$ cat src/rtl/hpdmc_wrpath32.sv
// hpdmc_wrpath32: DDR write path sequencing DQS preamble/data/postamble and ODDR2 data/mask
module hpdmc_wrpath32 #(
  parameter int WL = 2
) (
  input  logic        sys_clk,
  input  logic        sdram_rst,
  input  logic        write_start,
  input  logic [63:0] fml_dw,
  input  logic [7:0]  fml_sel,
  output logic        dw_ack,
  output logic [31:0] dq_d0,
  output logic [31:0] dq_d1,
  output logic [3:0]  dm_d0,
  output logic [3:0]  dm_d1,
  output logic        dqs_d0,
  output logic        dqs_d1,
  output logic        dq_oe,
  output logic        dqs_oe,
  output logic        busy,
  output logic        err
);
  typedef enum logic [2:0] {IDLE, WAIT, PRE, DATA, POST} state_t;
  localparam logic [3:0] wl_m1 = 4'(WL - 1);
  state_t state, state_nx;
  logic [3:0] wait_cnt;
  logic [1:0] beat;
  logic accept;
  assign accept = (state == IDLE) && write_start;
  // state, counters and the ignored-command error flag
  always_ff @(posedge sys_clk) begin
    if (sdram_rst) begin
      state    <= IDLE;
      wait_cnt <= '0;
      beat     <= '0;
      err      <= 1'b0;
    end else begin
      state    <= state_nx;
      wait_cnt <= accept ? wl_m1 : wait_cnt - 4'(wait_cnt != 4'd0);
      beat     <= (state == DATA) ? beat + 2'd1 : 2'd0;
      err      <= write_start && (state != IDLE);
    end
  end
  // burst sequencing; WAIT is skipped entirely when the wait count starts at zero
  always_comb begin
    state_nx = state;
    case (state)
      IDLE:    state_nx = write_start ? ((wl_m1 == 4'd0) ? PRE : WAIT) : IDLE;
      WAIT:    state_nx = (wait_cnt <= 4'd1) ? PRE : WAIT;
      PRE:     state_nx = DATA;
      DATA:    state_nx = (beat == 2'd3) ? POST : DATA;
      POST:    state_nx = IDLE;
      default: state_nx = IDLE;
    endcase
  end
  // drive enables and DQS pattern decoded from state
  always_comb begin
    dw_ack = (state == PRE) || ((state == DATA) && (beat != 2'd3));
    dq_oe  = state == DATA;
    dqs_oe = (state == PRE) || (state == DATA) || (state == POST);
    dqs_d0 = state == DATA;
    dqs_d1 = 1'b0;
    busy   = state != IDLE;
  end
  // capture each acked beat one cycle ahead of its DDR slot; masks are inverted byte enables
  always_ff @(posedge sys_clk) begin
    if (sdram_rst) begin
      dq_d0 <= '0;
      dq_d1 <= '0;
      dm_d0 <= '0;
      dm_d1 <= '0;
    end else if (dw_ack) begin
      dq_d0 <= fml_dw[63:32];
      dq_d1 <= fml_dw[31:0];
      dm_d0 <= ~fml_sel[7:4];
      dm_d1 <= ~fml_sel[3:0];
    end
  end
endmodule

$ cat config.mk
export PLATFORM = sky130hd
export DESIGN_NAME = hpdmc_wrpath32
export DESIGN_NICKNAME = d
export VERILOG_FILES = /design/src/rtl/hpdmc_wrpath32.sv
export SDC_FILE = /design/constraint.sdc
export NUM_CORES = 1
export LEC_CHECK = 0
export ABC_AREA = 1
export CAP_MARGIN = 20
export CORE_MARGIN = 2
export CORE_UTILIZATION = 42
export CTS_BUF_LIST = sky130_fd_sc_hd__clkbuf_8
export DETAILED_ROUTE_END_ITERATION = 8
export GPL_TIMING_DRIVEN = 1
export HOLD_SLACK_MARGIN = 0.15
export PLACE_DENSITY = 0.83
export REMOVE_ABC_BUFFERS = 1
export SETUP_SLACK_MARGIN = 0.2
export SYNTH_ARGS = -nofsm -noshare
export SYNTH_HDL_FRONTEND = slang
export SYNTH_SLANG_ARGS = --single-unit
$ cat constraint.sdc
create_clock -name sys_clk -period 3.42 [get_ports sys_clk]
set_clock_uncertainty 0.1 [all_clocks]
set_input_delay 0.684 -clock sys_clk [delete_from_list [all_inputs] [get_ports sys_clk]]
set_output_delay 0.684 -clock sys_clk [all_outputs]
set_load 0.01 [all_outputs]
==> flow_summary.json <==
{
  "area_growth_pct": 54.7,
  "netlist_area_um2": 3020,
  "required_ns": 2.64,
  "antenna_found_initial": 0,
  "final_layout_size_suffix_gt1_share_pct": 4.17,
  "post_cts_buffers": 0,
  "finalSetupViolCount": 0,
  "dieHeight_um": 88.8,
  "worst_pin_slew_ns": 0.804,
  "crit_fanout": 4,
  "ir_drop_v": 0.000355,
  "yosysUniqueCellTypes": 21,
  "tritoncts": "built",
  "ys_warn_count": 0,
  "finalSetupTns_ns": 0,
  "cts_buffers": 9,
  "viasPerCell": 4.59,
  "multi_input_area_um2": 1120,
  "slew_viol_final": 0,
  "clkTransAtPathRegs_ns": 0.07,
  "grt_max_degree": 81,
  "clockBufferDepth": 2,
  "cp_data_arrival_time_ns": 1.59,
  "power_uw": 3690,
  "startpoint_type": "flop",
  "io_pins": 154,
  "endpoint_kind": "primary output",
  "rows": 30,
  "seqCellArea_um2": 1640,
  "dr.pass1.iters": 4,
  "startpoint": "state[1]",
  "path_delay_family": "buffers and inverters",
  "crit_chain": "nand2_1 -> nor2_1 -> clkdlybuf4s50_1",
  "drc_errors": 0,
  "rr_worst_depth": 8,
  "postRouteAntennaNets": 0,
  "ys_seq_area_share_pct": 54.4,
  "die_w_um": 88.8,
  "final_core_util_pct": 68.0,
  "p_leak_uw": 0.00181,
  "diodes": 0,
  "grt_first_pass_wirelength_um": 11800,
  "ctsHoldBuffers": 0,
  "critPathKind": "flop to primary output",
  "hold_viol_final": 0,
  "preCtsSetupSlack_ns": 1.03,
  "hold_path.startpoint": "beat[0]",
  "wirelength_um": 7610,
  "synth-seq-cells": 82,
  "fillers": 568,
  "cap_violations": 0,
  "fin_cells": 623,
  "fin_ws_ns": 1.04,
  "via_count": 2861,
  "cts_root_buf": "clkbuf_8",
  "rsz0062_at_grt": "false",
  "core_um2": 6870,
  "gp_congestion": 0.806,
  "cts.htree.levels": 3,
  "crit_slowest_cell": "clkdlybuf4s50_1",
  "period_needed_ns": 2.38,
  "place_inst": 608,
  "grt_pass1_vias": 2606,
  "period_share_pct": 69.5,
  "drt_iter0_drc": 151,
  "status": "finished clean",
  "hpwl_um": 5440,
  "cp.depth": 3,
  "post_cts_resized": 0,
  "initial_core_util_pct": 43.9,
  "r2r_start": "beat[0]",
  "grtUsageTotal_pct": 19.2,
  "fmax_mhz": 421,
  "synth_cells": 381,
  "wl_per_cell_um": 12.2,
  "worstHoldPathCells": 1,
  "power_density_nw_per_um2": 790,
  "clk_latency_ns": 0.33,
  "critPathMaxStageDelay_ns": 0.59,
  "grt_overflow": 0,
  "cts.sinks": 82,
  "portBuffers": 152,
  "avgSynthCellArea_um2": 7.92,
  "final_nets": 601,
  "worstHoldPathType": "flop to flop",
  "crit_buf_inv": 1,
  "fp.dieArea_um2": 7880,
  "slew_headroom_pct": 46.4
}
routing by layer:
metal	GRT usage [%]	up-vias	wire length (µm)
li1	-	1471	-
met1	21.8	1283	2960
met2	33.6	101	3920
met3	7.18	6	663
met4	5.92	0	70
met5	0	-	0
worst reg2reg max path: stages (launching register included):
cell and delay [ns]:
dfxtp_1 0.32, ha_1 0.21, nand2_1 0.11, nand2_4 0.07, inv_4 0.05, buf_4 0.60, nand2_1 0.18, nand2_1 0.09
nor2_1 0.04
kinds of logic (layout without fill, tap and decap cells):
logic type / Yosys count / in the layout / share of synthesized area, %
compound gates: 67 / 67 / 11.2
fa+ha+maj: 3 / 3 / 1.24
xor+xnor: 2 / 2 / 0.581
simple gates: 188 / 188 / 24.0
flops: 82 / 82 / 54.4
other cells: 1 / 1 / 0.124
buf+inv: 38 / 184 / 8.50
stage by stage:
step | hold slack [ns] | cell area (µm²)
floorplan | 0.299 | 2810
global placement | 0.307 | 4480
detailed placement | 0.322 | 4480
CTS | 0.332 | 4670
global route | 0.352 | 4670
finish | 0.327 | 4670
registers in the layout, summed over array words and instances, names as in the netlist:
| signal | cells |
|---|---|
| dq_d0 | 32 |
| err | 1 |
| dm_d0 | 4 |
| state | 3 |
| dm_d1 | 4 |
| beat | 2 |
| dq_d1 | 32 |
| wait_cnt | 4 |
area by class of cell:
type | count | share of cell area (%)
Multi-Input combinational cell | 261 | 24.0
Timing Repair Buffer | 156 | 33.2
Tap cell | 96 | 2.57
Clock buffer | 10 | 2.95
Sequential cell | 82 | 35.2
Inverter | 13 | 1.10
Clock inverter | 5 | 1.02
final timing paths:
check / end / slack (ns)
setup reg to reg: dm_d1[3] / 1.56
hold / removal: beat[0] / 0.33
setup / recovery: dq_oe / 1.04
hold reg to reg: beat[0] / 0.33
synth_stat cells, drive strengths merged:
cell | count | area [µm²]
xnor2 | 1 | 8.76
nand2 | 29 | 116
buf | 18 | 179
inv | 13 | 51.3
nor2 | 157 | 597
xor2 | 1 | 8.76
o21bai | 1 | 7.51
clkbuf | 7 | 26.3
conb | 1 | 3.75
nand3 | 2 | 10.0
o21ai | 64 | 320
ha | 3 | 37.5
dfxtp | 82 | 1640
a21oi | 2 | 10.0
placed cells by master, fill, tap and decap left out, drive strengths merged:
cell type / instances
clkdlybuf4s50: 152
nand2: 29
o21bai: 1
clkinv: 2
inv: 15
xnor2: 1
conb: 1
ha: 3
xor2: 1
a21oi: 2
nand3: 2
clkbuf: 10
bufinv: 1
nor2: 157
o21ai: 64
dfxtp: 82
buf: 4
where the power goes:
| group | internal (µW) | total, µW | switching, µW | leakage, µW |
|---|---|---|---|---|
| sequential | 1270 | 1430 | 160 | 0.000671 |
| combinational | 832 | 1600 | 771 | 0.00104 |
| clock | 346 | 656 | 310 | 0.000105 |
No activity file was read; power rests on OpenSTA's default activity.
